**src/rtl/alu_seq.sv**
```systemverilog
// alu_seq: registered, handshaked Hack ALU (zx/nx/zy/ny/f/no) with a signed
// overflow flag and an iterative signed multiply mode.
//
//   state | meaning
//   IDLE  | no result held; ready to accept an operation
//   BUSY  | multiply in progress, one shift-add step per cycle
//   HOLD  | result registered on out/flags, waiting for out_ready
//
// Data ports use [0:WIDTH-1] (bit 0 = sign bit). They are copied into
// descending internal vectors so arithmetic reads naturally; the numeric value
// is unchanged by the copy.
module alu_seq #(
  parameter int WIDTH  = 32,
  parameter bit MUL_EN = 1'b1
) (
  input  logic             clk,
  input  logic             rst_n,
  input  logic             in_valid,
  output logic             in_ready,
  input  logic [0:5]       aluOperation,
  input  logic             mulEn,
  input  logic [0:WIDTH-1] x,
  input  logic [0:WIDTH-1] y,
  output logic             out_valid,
  input  logic             out_ready,
  output logic [0:WIDTH-1] out,
  output logic             zr,
  output logic             ng,
  output logic             ov
);

  localparam int CW = $clog2(WIDTH) + 1;
  localparam logic [CW-1:0] CNT_LOAD = CW'(WIDTH);
  localparam logic [CW-1:0] CNT_LAST = CW'(1);

  typedef enum logic [1:0] {
    IDLE = 2'd0,
    BUSY = 2'd1,
    HOLD = 2'd2
  } state_t;

  state_t state;

  logic             op_zx, op_nx, op_zy, op_ny, op_f, op_no;
  logic [WIDTH-1:0] x_in, y_in;
  logic [WIDTH-1:0] x_pre, y_pre;
  logic [WIDTH-1:0] hack_sum, hack_r, hack_res;
  logic             hack_ov;
  logic             mul_req;
  logic             accept;

  logic [2*WIDTH-1:0] acc;
  logic [2*WIDTH-1:0] mcand;
  logic [WIDTH-1:0]   mplier;
  logic [CW-1:0]      cnt;
  logic               mul_no;
  logic [2*WIDTH-1:0] addend;
  logic [2*WIDTH-1:0] acc_next;
  logic [WIDTH-1:0]   mul_lo, mul_res;
  logic               mul_ov;

  assign op_zx = aluOperation[0];
  assign op_nx = aluOperation[1];
  assign op_zy = aluOperation[2];
  assign op_ny = aluOperation[3];
  assign op_f  = aluOperation[4];
  assign op_no = aluOperation[5];

  assign x_in = x;
  assign y_in = y;

  // Multiply is only honoured when the mode is built in.
  assign mul_req = mulEn & MUL_EN;

  // IDLE always accepts; HOLD accepts only when the held result leaves on the same edge.
  assign in_ready = rst_n & ((state == IDLE) | ((state == HOLD) & out_ready));
  assign accept   = in_valid & in_ready;

  // Operand preprocessing and the single-cycle Hack datapath.
  always_comb begin
    x_pre    = op_zx ? '0 : x_in;
    x_pre    = op_nx ? ~x_pre : x_pre;
    y_pre    = op_zy ? '0 : y_in;
    y_pre    = op_ny ? ~y_pre : y_pre;
    hack_sum = x_pre + y_pre;
    hack_r   = op_f ? hack_sum : (x_pre & y_pre);
    hack_res = op_no ? ~hack_r : hack_r;
    // Overflow is judged on the raw sum, before the optional output inversion.
    hack_ov  = op_f & (x_pre[WIDTH-1] == y_pre[WIDTH-1])
                    & (hack_sum[WIDTH-1] != x_pre[WIDTH-1]);
  end

  // One multiply step and the final product formatting.
  // The multiplier's sign bit carries weight -2^(WIDTH-1), so the last step
  // subtracts the shifted multiplicand instead of adding it.
  always_comb begin
    addend   = mplier[0] ? mcand : '0;
    acc_next = (cnt == CNT_LAST) ? (acc - addend) : (acc + addend);
    mul_lo   = acc[WIDTH-1:0];
    mul_res  = mul_no ? ~mul_lo : mul_lo;
    mul_ov   = (acc[2*WIDTH-1:WIDTH] != {WIDTH{acc[WIDTH-1]}});
  end

  // Control FSM with registered result, flags and out_valid.
  always_ff @(posedge clk or negedge rst_n) begin
    if (!rst_n) begin
      state     <= IDLE;
      out       <= '0;
      zr        <= 1'b0;
      ng        <= 1'b0;
      ov        <= 1'b0;
      out_valid <= 1'b0;
      acc       <= '0;
      mcand     <= '0;
      mplier    <= '0;
      cnt       <= '0;
      mul_no    <= 1'b0;
    end else begin
      case (state)
        IDLE: begin
          out_valid <= 1'b0;
        end
        BUSY: begin
          if (cnt != '0) begin
            acc    <= acc_next;
            mcand  <= mcand << 1;
            mplier <= mplier >> 1;
            cnt    <= cnt - CNT_LAST;
          end else begin
            out       <= mul_res;
            zr        <= (mul_res == '0);
            ng        <= mul_res[WIDTH-1];
            ov        <= mul_ov;
            out_valid <= 1'b1;
            state     <= HOLD;
          end
        end
        HOLD: begin
          if (out_ready) begin
            out_valid <= 1'b0;
            state     <= IDLE;
          end
        end
        default: begin
          out_valid <= 1'b0;
          state     <= IDLE;
        end
      endcase

      // A new operation overrides the per-state defaults above. Accept only
      // happens from IDLE or from HOLD together with a handoff.
      if (accept) begin
        if (mul_req) begin
          acc       <= '0;
          mcand     <= {{WIDTH{x_pre[WIDTH-1]}}, x_pre};
          mplier    <= y_pre;
          cnt       <= CNT_LOAD;
          mul_no    <= op_no;
          out_valid <= 1'b0;
          state     <= BUSY;
        end else begin
          out       <= hack_res;
          zr        <= (hack_res == '0);
          ng        <= hack_res[WIDTH-1];
          ov        <= hack_ov;
          out_valid <= 1'b1;
          state     <= HOLD;
        end
      end
    end
  end

endmodule

```
**config.mk**
```make
export PLATFORM = sky130hd
export DESIGN_NAME = alu_seq
export DESIGN_NICKNAME = d
export VERILOG_FILES = /design/src/rtl/alu_seq.sv
export SDC_FILE = /design/constraint.sdc
export NUM_CORES = 1
export LEC_CHECK = 0
export BUFFER_PORTS_ARGS = -buffer_cell sky130_fd_sc_hd__buf_2
export CAP_MARGIN = 20
export CORE_UTILIZATION = 45
export DETAILED_ROUTE_END_ITERATION = 10
export GPL_TIMING_DRIVEN = 0
export PLACE_DENSITY = 0.68
export SLEW_MARGIN = 20
export SYNTH_ARGS = -nofsm -noshare
export SYNTH_HDL_FRONTEND = slang
export SYNTH_SLANG_ARGS = --single-unit
export TNS_END_PERCENT = 5
```
**constraint.sdc**
```tcl
create_clock -name clk -period 12.7 [get_ports clk]
set_input_delay 0.635 -clock clk [delete_from_list [all_inputs] [get_ports clk]]
set_output_delay 0.635 -clock clk [all_outputs]
set_load 0.05 [all_outputs]
```
==> impl_metrics.ini <==
[run_status]
outcome = finished clean

[floorplanning]
die_area_um2 = 41400
die_h_um = 204
coreArea_um2 = 39900
die_width_um = 204
io_pins = 112
start_util_pct = 45.8
rows = 73

[routing]
dr.pass1.iters = 6
wire_per_inst_um = 21.4
drt-initial-drc-count = 1951
drc = 0
viasPerCell = 6.08
routed_wl_um = 66400
ant_nets = 0
vias = 18800

[timing]
rsz0062_at_grt = no
finalSetupTns_ns = 0
clock.fmax_mhz = 104
drv_slew = 0
finalClockSkew_ns = 0.0184
timing.final.crit_share_pct = 75.4
min_period_ns = 9.57
setup_viol_count_final = 0
slew_headroom_pct = 19.8
finalHoldViolations = 0
max_slew.worst_pin.slew_ns = 1.19

[setup_path]
path_class = flip-flop to flip-flop
startpoint = mplier[0]$_DFF_PN0_
r2r-start = mplier[0]$_DFF_PN0_
crit_arrival_ns = 9.98
path_max_fanout = 10
rr_endpoint = acc[59]$_DFF_PN0_
r2r_cells = 25
cp-end-kind = flip-flop
crit_required_ns = 13.11
reg2reg_slack_ns = 3.13
cp-start-kind = flip-flop
cp-endpoint = acc[59]$_DFF_PN0_

[power_and_ir_drop]
total_power_mw = 6.24
p_leak_nw = 8.64
ir_drop_uv = 140
seq_power_share_pct = 22.0
switchingPower_mw = 3.29
p_comb_share_pct = 64.8
intPower_mw = 2.95
p_per_area_nw_per_um2 = 305
swShare_pct = 52.8
clockPowerShare_pct = 13.2

[grt]
grt_first_pass_wirelength_um = 103000
grt_start_max_net_pins = 93
grt_usage_pct = 31.9
grt_pass1_vias = 17600
grt_overflow = 0
grt_antenna_before_repair = 1

[layout]
area_growth_pct = 12.1
n_antenna_cell = 0
final_cells = 3099
nets = 2730
ff_latch_area_um2 = 5130
multi_input_area_um2 = 12400
drive_gt1_share_pct = 7.11
final_area_um2 = 20500
n_fill_cell = 3899

[place]
io_buffers = 109
dpl-instance-area_um2 = 19500
dp_cells = 3051
dp_hpwl_um = 52200
gp_congestion = 0.967

[synthesis]
netlist_area_um2 = 18300
ys_ff_latch = 205
synthCells = 2415
synthArstFlopShare_pct = 100
synth_nets = 2590
synth-main-ff-cell = dfrtp_1
synth_cell_type_count = 76
yosys_warnings = 0
synth_edf_count = 0
yosysSeqAreaShare_pct = 28.1
syn_area_per_cell_um2 = 7.57

[min_path]
hp-class = input pin to flip-flop
holdCritStartpoint = out_ready

[cts]
clock_latency_ns = 0.56
cts-root-buf = clkbuf_16
cts_tree = done
cts.sinks = 205
h-tree-depth = 1
cts_setup_buffers = 0
cts_buffers = 26
clkTransAtPathRegs_ns = 0.06
cts.path.max_buffers = 3

[job]
cap_violations = 0
==> critical path: stages (launching register included) <==
cell and delay [ns]:
dfrtp_1 0.42, clkbuf_1 0.53, clkbuf_1 0.47, clkbuf_1 0.58
buf_1 0.52, buf_1 0.55, nand2_1 0.25, ha_1 0.36
nand3_1 0.21, nor2_1 0.15, o21ai_1 0.57, clkbuf_1 0.61
nand3_1 0.29, ha_1 0.36, clkbuf_1 0.27, a21o_1 0.20
a31o_2 0.13, o2111ai_1 0.23, a2111oi_1 0.71, o21ai_0 0.32
a21boi_0 0.59, a21boi_0 0.31, o21ba_2 0.30, o21ai_0 0.24
xnor2_1 0.17, o21ai_0 0.09
==> per-stage QoR <==
step	hold slack, ns	util (%)	setup WS (ns)
finish	0.468	51.4	3.13
global route	0.479	51.4	2.90
detailed placement	0.510	49.0	3.61
CTS	0.446	51.4	3.55
global placement	0.505	48.8	3.45
floorplan	0.339	-	6.86
==> state kept, by name, summed over array words and instances (netlist names) <==
register and cells:
acc 64, mcand 64, mplier 32, out 32, cnt 6, state 2
mul_no 1, ng 1, out_valid 1, ov 1, zr 1
==> per-layer routing <==
metal	GRT usage, %	wire [µm]
met5	0	0
met4	7.55	1660
met3	3.82	5010
met2	49.8	29400
met1	46.8	30400
==> final cells by class <==
cell class / instances / share of cell area (%)
multi-input combinational: 2023 / 60.7
sequential: 205 / 25.0
clock buffer: 35 / 3.64
tap: 525 / 3.20
timing repair buffer: 112 / 3.03
buffer: 151 / 2.77
clock inverter: 12 / 0.946
inverter: 36 / 0.659
==> cell usage in the layout (no fill, tap or decap), types with 20 or more instances in the layout <==
cell type / netlist / layout
o21bai_1: 20 / 20
o21ai_0: 133 / 133
buf_2: 0 / 108
nand4_1: 31 / 31
dfrtp_1: 205 / 205
nand2b_1: 86 / 86
a21o_1: 58 / 58
buf_1: 21 / 21
ha_1: 98 / 98
xor2_1: 54 / 54
clkbuf_16: 0 / 27
and3_1: 22 / 22
nor4_1: 22 / 22
clkbuf_1: 130 / 134
nand3_1: 47 / 47
nand2_1: 468 / 468
a31oi_1: 132 / 132
nor2_1: 181 / 181
o211ai_1: 50 / 50
nor3_1: 35 / 35
a21oi_1: 164 / 164
inv_1: 34 / 34
xnor2_1: 185 / 185
==> logic make-up (layout without fill, tap and decap cells) <==
kind of cell	count (synthesis)	in the layout	synth area share, %
AND/OR/NAND/NOR	975	975	24.4
flip-flops	205	205	28.1
adder cells (fa/ha/maj)	100	100	6.93
XOR/XNOR	239	239	11.5
multiplexers	26	26	1.48
AO/OA/AOI/OAI	683	683	23.8
buffers and inverters	187	346	3.84
==> what timing repair did <==
| action | in CTS | in global routing |
|---|---|---|
| hold endpoints to repair | 32 | 0 |
| hold buffers | 1 | 0 |
| resized for setup | 0 | 0 |
==> power groups by stage <==
stage | sequential (mW) | clock [mW] | combinational, mW
after global placement | 1.36 | 0 | 3.89
after detailed placement | 1.37 | 0 | 3.95
after floorplan | 1.41 | 0 | 2.78
after CTS | 1.36 | 0.831 | 3.97
after global routing | 1.41 | 0.856 | 4.43
final | 1.38 | 0.823 | 4.04
==> synth_stat cells, types with 7 or more instances <==
library cell	number	area share (%)
nand2_1	468	9.6
dfrtp_1	205	28
xnor2_1	185	8.9
nor2_1	181	3.7
a21oi_1	164	4.5
o21ai_0	133	3.6
a31oi_1	132	4.5
clkbuf_1	130	2.7
ha_1	98	6.7
nand2b_1	86	2.9
a21o_1	58	2.4
xor2_1	54	2.6
o211ai_1	50	2.1
nand3_1	47	1.3
nor3_1	35	0.96
inv_1	34	0.70
nand4_1	31	1.1
and3_1	22	0.75
nor4_1	22	0.75
buf_1	21	0.43
o21bai_1	20	0.82
mux2i_1	18	0.99
or4_1	18	0.74
or3_1	17	0.58
o31ai_1	16	0.66
a211oi_1	15	0.62
o21a_1	12	0.49
nor2b_1	11	0.38
and2_1	8	0.27
mux2_2	8	0.49
a31o_2	7	0.34
nand3b_1	7	0.29
==> worst min path at each step <==
| stage | depth (start not counted) | slack, ns | end |
|---|---|---|---|
| detailed placement | 1 | 0.51 | acc[63]$_DFF_PN0_ |
| global placement | 1 | 0.51 | acc[63]$_DFF_PN0_ |
| CTS | 4 | 0.45 | state[1]$_DFFE_PN0P_ |
| global route | 4 | 0.48 | state[1]$_DFFE_PN0P_ |
| finish | 4 | 0.47 | state[1]$_DFFE_PN0P_ |
| floorplan | 0 | 0.34 | acc[0]$_DFF_PN0_ |
Power figures use the tool's default switching activity.
